### src/rtl/divisor_nb_pkg.sv
// Shared types and constants for the button-driven divider demo.
package divisor_nb_pkg;

  typedef enum logic [2:0] {
    ST_NUM  = 3'd0,
    ST_DEN  = 3'd1,
    ST_RES  = 3'd2,
    ST_REM  = 3'd3,
    ST_CALC = 3'd4
  } stage_t;

  // Level of an idle (released) active-low button.
  localparam logic BTN_RELEASED = 1'b1;

endpackage

### src/rtl/divisor_nb_seq_core.sv
// Multi-cycle restoring divider: loads on start, then resolves one quotient bit
// per cycle, MSB first, and pulses done on the final step.
module divisor_seq_core #(
  parameter int WIDTH = 4
) (
  input  logic             clk,
  input  logic             rst,
  input  logic             start,
  input  logic [WIDTH-1:0] num,
  input  logic [WIDTH-1:0] den,
  output logic             busy,
  output logic             done,
  output logic [WIDTH-1:0] quotient,
  output logic [WIDTH-1:0] remainder
);

  localparam int CNT_W = $clog2(WIDTH + 1);
  localparam logic [CNT_W-1:0] LAST = CNT_W'(WIDTH - 1);

  logic [WIDTH:0]   part;
  logic [WIDTH-1:0] quo;
  logic [WIDTH-1:0] den_r;
  logic [CNT_W-1:0] cnt;
  logic             running;

  logic [WIDTH+1:0] shifted;
  logic             fits;
  logic [WIDTH:0]   diff;

  // Trial subtraction succeeds when the shifted remainder is at least den.
  function automatic logic trial_fits(input logic [WIDTH+1:0] a, input logic [WIDTH-1:0] b);
    return a >= {2'b00, b};
  endfunction

  always_comb begin
    shifted = {part, quo[WIDTH-1]};
    fits    = trial_fits(shifted, den_r);
    diff    = shifted[WIDTH:0] - {1'b0, den_r};
  end

  // quo starts as the numerator and is shifted out MSB first while quotient
  // bits shift in at the LSB, so it ends holding the quotient.
  always_ff @(posedge clk or posedge rst) begin
    if (rst) begin
      part    <= '0;
      quo     <= '0;
      den_r   <= '0;
      cnt     <= '0;
      running <= 1'b0;
    end else if (start && !running) begin
      part    <= '0;
      quo     <= num;
      den_r   <= den;
      cnt     <= '0;
      running <= 1'b1;
    end else if (running) begin
      quo  <= {quo[WIDTH-2:0], fits};
      part <= fits ? diff : shifted[WIDTH:0];
      if (cnt == LAST) begin
        running <= 1'b0;
      end else begin
        cnt <= cnt + 1'b1;
      end
    end
  end

  always_comb begin
    busy      = running;
    done      = running && (cnt == LAST);
    quotient  = quo;
    remainder = part[WIDTH-1:0];
  end

endmodule

### src/rtl/divisor_nb.sv
// Button front-end, operand counters and stage FSM around the restoring divider;
// the LED bank shows whichever value the current stage selects.
module divisor_nb
  import divisor_nb_pkg::*;
#(
  parameter int WIDTH = 4
) (
  input  logic             clk,
  input  logic             rst,
  input  logic             up,
  input  logic             down,
  input  logic             ok,
  output logic [WIDTH-1:0] leds,
  output logic             busy,
  output logic             div_zero
);

  // Bit order in the button vectors: {ok, down, up}.
  logic [2:0] btn_s1;
  logic [2:0] btn_s2;
  logic [2:0] btn_prev;
  logic [2:0] press;
  logic       up_p;
  logic       down_p;
  logic       ok_p;

  stage_t           stage;
  stage_t           stage_next;
  logic [WIDTH-1:0] num;
  logic [WIDTH-1:0] den;
  logic             start;

  logic             core_busy;
  logic             core_done;
  logic [WIDTH-1:0] quotient;
  logic [WIDTH-1:0] remainder;

  always_ff @(posedge clk or posedge rst) begin
    if (rst) begin
      btn_s1   <= {3{BTN_RELEASED}};
      btn_s2   <= {3{BTN_RELEASED}};
      btn_prev <= {3{BTN_RELEASED}};
    end else begin
      btn_s1   <= {ok, down, up};
      btn_s2   <= btn_s1;
      btn_prev <= btn_s2;
    end
  end

  // A press is the released-to-pressed edge of the synchronised level.
  always_comb begin
    press  = btn_prev & ~btn_s2;
    up_p   = press[0];
    down_p = press[1];
    ok_p   = press[2];
    start  = (stage == ST_DEN) && ok_p;
  end

  always_ff @(posedge clk or posedge rst) begin
    if (rst) begin
      stage <= ST_NUM;
    end else begin
      stage <= stage_next;
    end
  end

  always_comb begin
    stage_next = stage;
    case (stage)
      ST_NUM:  if (ok_p) stage_next = ST_DEN;
      ST_DEN:  if (ok_p) stage_next = ST_CALC;
      ST_CALC: if (core_done) stage_next = ST_RES;
      ST_RES:  if (ok_p) stage_next = ST_REM;
      ST_REM:  if (ok_p) stage_next = ST_NUM;
      default: stage_next = ST_NUM;
    endcase
  end

  always_comb begin
    leds = '0;
    busy = core_busy;
    case (stage)
      ST_NUM:  leds = num;
      ST_DEN:  leds = den;
      ST_RES:  leds = quotient;
      ST_REM:  leds = remainder;
      default: leds = '0;
    endcase
  end

  // Simultaneous up and down cancel; ok does not block the update.
  always_ff @(posedge clk or posedge rst) begin
    if (rst) begin
      num <= '0;
      den <= '0;
    end else if (up_p != down_p) begin
      if (stage == ST_NUM) begin
        num <= up_p ? num + 1'b1 : num - 1'b1;
      end else if (stage == ST_DEN) begin
        den <= up_p ? den + 1'b1 : den - 1'b1;
      end
    end
  end

  always_ff @(posedge clk or posedge rst) begin
    if (rst) begin
      div_zero <= 1'b0;
    end else if (stage == ST_CALC && stage_next == ST_RES) begin
      div_zero <= (den == '0);
    end else if (stage != ST_NUM && stage_next == ST_NUM) begin
      div_zero <= 1'b0;
    end
  end

  divisor_seq_core #(
    .WIDTH(WIDTH)
  ) u_core (
    .clk      (clk),
    .rst      (rst),
    .start    (start),
    .num      (num),
    .den      (den),
    .busy     (core_busy),
    .done     (core_done),
    .quotient (quotient),
    .remainder(remainder)
  );

endmodule
### config.mk
export PLATFORM = sky130hd
export DESIGN_NAME = divisor_nb
export DESIGN_NICKNAME = d
export VERILOG_FILES = /design/src/rtl/divisor_nb_pkg.sv /design/src/rtl/divisor_nb_seq_core.sv /design/src/rtl/divisor_nb.sv
export SDC_FILE = /design/constraint.sdc
export NUM_CORES = 1
export LEC_CHECK = 0
export ABC_CLOCK_PERIOD_IN_PS = 2300
export CAP_MARGIN = 20
export CORE_ASPECT_RATIO = 1.5
export CORE_UTILIZATION = 59
export DETAILED_ROUTE_END_ITERATION = 8
export PLACE_DENSITY = 0.78
export SLEW_MARGIN = 20
export SYNTH_ARGS = -nofsm -noshare
export SYNTH_HDL_FRONTEND = slang
export SYNTH_SLANG_ARGS = --single-unit
### constraint.sdc
create_clock -name clk -period 2.3 [get_ports clk]
set_clock_uncertainty 0.15 [all_clocks]
set_input_delay 0.46 -clock clk [delete_from_list [all_inputs] [get_ports clk]]
set_output_delay 0.46 -clock clk [all_outputs]
set_load 0.02 [all_outputs]
==> reports/qor.yml <==
status:
  status: "finished, final reports clean"
place:
  placed_cell_area_um2: 2220
  routabilityCongestion: 0.840
  place_ws_ns: -0.0255
  portBuffers: 10
  dp_hpwl_um: 2890
  dp.cells: 235
global_routing:
  grt_pass1_wl_um: 6710
  antenna_found_initial: 0
  grt_usage_pct: 25.1
  overflow: 0
  grt_pass1_vias: 1498
  grt_max_degree: 39
finish:
  layout.nets: 220
  layout_common_cells: "28 x dfrtp_1, 17 x nand2_1, 10 x ha_1, 10 x buf_4"
  area_delta_synth_final_pct: 14.4
  fin_area_um2: 2320
  mostFrequentLayoutCell: "dfrtp_1"
  layout-drive-gt1-share_pct: 21.2
  num_antenna_cells: 0
  final_cells: 243
power:
  p_clk_share_pct: 16.6
  p_sw_share_pct: 39.9
  pwr-share-comb_pct: 49.3
  powerDensity_nw_per_um2: 1460
  peakVddDrop_v: 0.000967
  leakage_uw: 0.00104
  switchingPower_uw: 1360
  share_seq_of_total_power_pct: 34.1
  p_int_uw: 2040
synthesis:
  yosysUniqueCellTypes: 36
  synthCells: 182
  syn_nets: 200
  synth-seq-cells: 38
  synth-compound-area-share_pct: 8.87
  synth_seq_area_share_pct: 47.4
  synth-async-reset-ratio_pct: 100
  synth.area.mux_share_pct: 12.9
  syn_area_um2: 2030
  synthSimpleGateAreaFrac_pct: 14.7
  yosysTopAreaCellShare_pct: 35.7
  ys.flop_type: "dfrtp_1"
  ys_warn_count: 0
  synth_fa_ha_area_share_pct: 9.12
  synthTopCellsByArea: "dfrtp_1 36%, dfstp_2 12%, ha_1 6.2%, mux2_1 4.4%, mux4_2 4.4%"
  synth-xor-area-share_pct: 3.88
  synth_top_family_by_area: "simple AND/OR/NAND/NOR gates"
  avgSynthCellArea_um2: 11.2
  synth_edf_count: 0
  yosysTopAreaCell: "dfrtp_1"
floorplan:
  fp.dieW_um: 49.9
  num_io_pins: 11
  die_area_um2: 3690
  rows: 25
  core-area_um2: 3220
  die_y_um: 73.9
  initial_utilization_pct: 63.0
drt:
  ant_nets: 0
  drt_iter0_markers: 20
  wl_um: 3810
  drc: 0
  wl_per_cell_um: 15.7
  num_vias: 1426
  vias_per_cell: 5.87
  dr.pass1.iters: 4
clock_tree:
  clk-insertion-delay-late_ns: 0.29
  clock-sinks: 38
  tritoncts: "done"
  cts_root_buffer: "clkbuf_8"
  post-cts-setup-buffers: 0
  h-tree-depth: 2
  clk_pin_slew_worst_paths_ns: 0.08
  clk_path_buf_depth: 2
  cts_made_buffers: 5
  cts_hold_buf: 0
sta:
  period_minus_slack_ns: 2.18
  fmax_mhz: 458
  post-route-period-util_pct: 95.0
  max-slew-margin-rel_pct: 68.5
  maxSlewViolCount: 0
  finalHoldViolCount: 0
  worst_slack_ns: 0.115
  finalSetupViolations: 0
  tightest_slew_ns: 0.472
  holdWs_ns: 0.207
  grt_setup_unrepaired: "false"
worst_setup_path:
  crit_fanout: 5
  worstSetupPathType: "flip-flop to output port"
  cp-start-kind: "flip-flop"
  crit_required_ns: 1.69
  end_kind: "output port"
  critPathArrivalTime_ns: 1.57
min_path:
  hold_path.class: "flip-flop to flip-flop"
flow_run:
  drv_cap: 0
## sequential cells by signal (all words and copies together) (netlist names)
name / flops
btn_prev: 3
btn_s1: 3
btn_s2: 3
den: 4
div_zero: 1
num: 4
stage: 3
u_core.busy: 1
u_core.cnt: 3
u_core.den_r: 4
u_core.part: 5
u_core.quotient: 4
## stage by stage
| stage | util [%] | TNS (ns) | total power [µW] |
|---|---|---|---|
| after floorplan | - | 0 | 2360 |
| after CTS | 72.7 | 0 | 3450 |
| after global placement | 69.0 | 0 | 2790 |
| after detailed placement | 69.0 | -0.0404 | 2890 |
| after global routing | 72.1 | 0 | 3670 |
| final | 72.1 | 0 | 3390 |
## what timing repair did
item | CTS | global route
endpoints found under the setup margin | 5 | 6
gates resized for setup | 14 | 5
cloned | 0 | 0
pin swaps | 0 | 0
## power groups by stage
stage / combinational (µW) / sequential, µW / clock [µW]
5_1_grt: 1880 / 1190 / 598
6_report: 1670 / 1160 / 563
2_1_floorplan: 1240 / 1120 / 0
3_5_place_dp: 1720 / 1170 / 0
4_1_cts: 1730 / 1160 / 570
3_3_place_gp: 1630 / 1160 / 0
## worst max-delay path: stages, from the launching register on
cell and delay (ns):
dfrtp_2 0.45, mux4_2 0.51, nor2b_1 0.15, buf_2 0.18
## cell usage after synthesis, drive strengths merged, types with 3 or more instances
| master | count |
|---|---|
| mux4 | 4 |
| nand2 | 17 |
| nor2 | 9 |
| inv | 9 |
| ha | 10 |
| buf | 4 |
| fa | 3 |
| dfstp | 9 |
| a21oi | 8 |
| mux2 | 9 |
| mux2i | 7 |
| xnor2 | 4 |
| o21ai | 12 |
| o211ai | 6 |
| nand3b | 6 |
| clkbuf | 3 |
| nand3 | 5 |
| nor2b | 9 |
| xor2 | 5 |
| dfrtp | 29 |
## logic make-up after synthesis
group	Yosys count
xor+xnor	9
mux	20
simple gates	55
flops	38
buf+inv	16
fa+ha+maj	13
compound gates	31
## layout make-up
class	instances	area, µm²
clock buffer	5	68.8
inverter	9	33.8
fill	210	898
tap	40	50.0
clock inverter	3	40.0
sequential	38	963
multi-input combinational	128	1010
timing repair buffer	20	155
## routing by layer
| metal | track usage (%) | share of wire (%) |
|---|---|---|
| met5 | 0 | 0 |
| met4 | 14.9 | 3.7 |
| met3 | 5.80 | 3.2 |
| met2 | 40.5 | 50 |
| met1 | 30.4 | 43 |
## path summary, 6_finish.rpt
check                                 start   endpoint  slack [ns]  cells past startpoint
worst max-delay path               stage[0]    leds[3]        0.12                      3
worst min-delay path              btn_s1[2]  btn_s2[2]        0.21                      0
worst max register to register  btn_prev[0]     num[3]        0.13                      7
worst min register to register    btn_s1[2]  btn_s2[2]        0.21                      0
max in group asynchronous               rst  btn_s1[2]        1.22                      3
min in group asynchronous               rst   stage[1]        0.43                      3
Power figures use the tool's default switching activity.
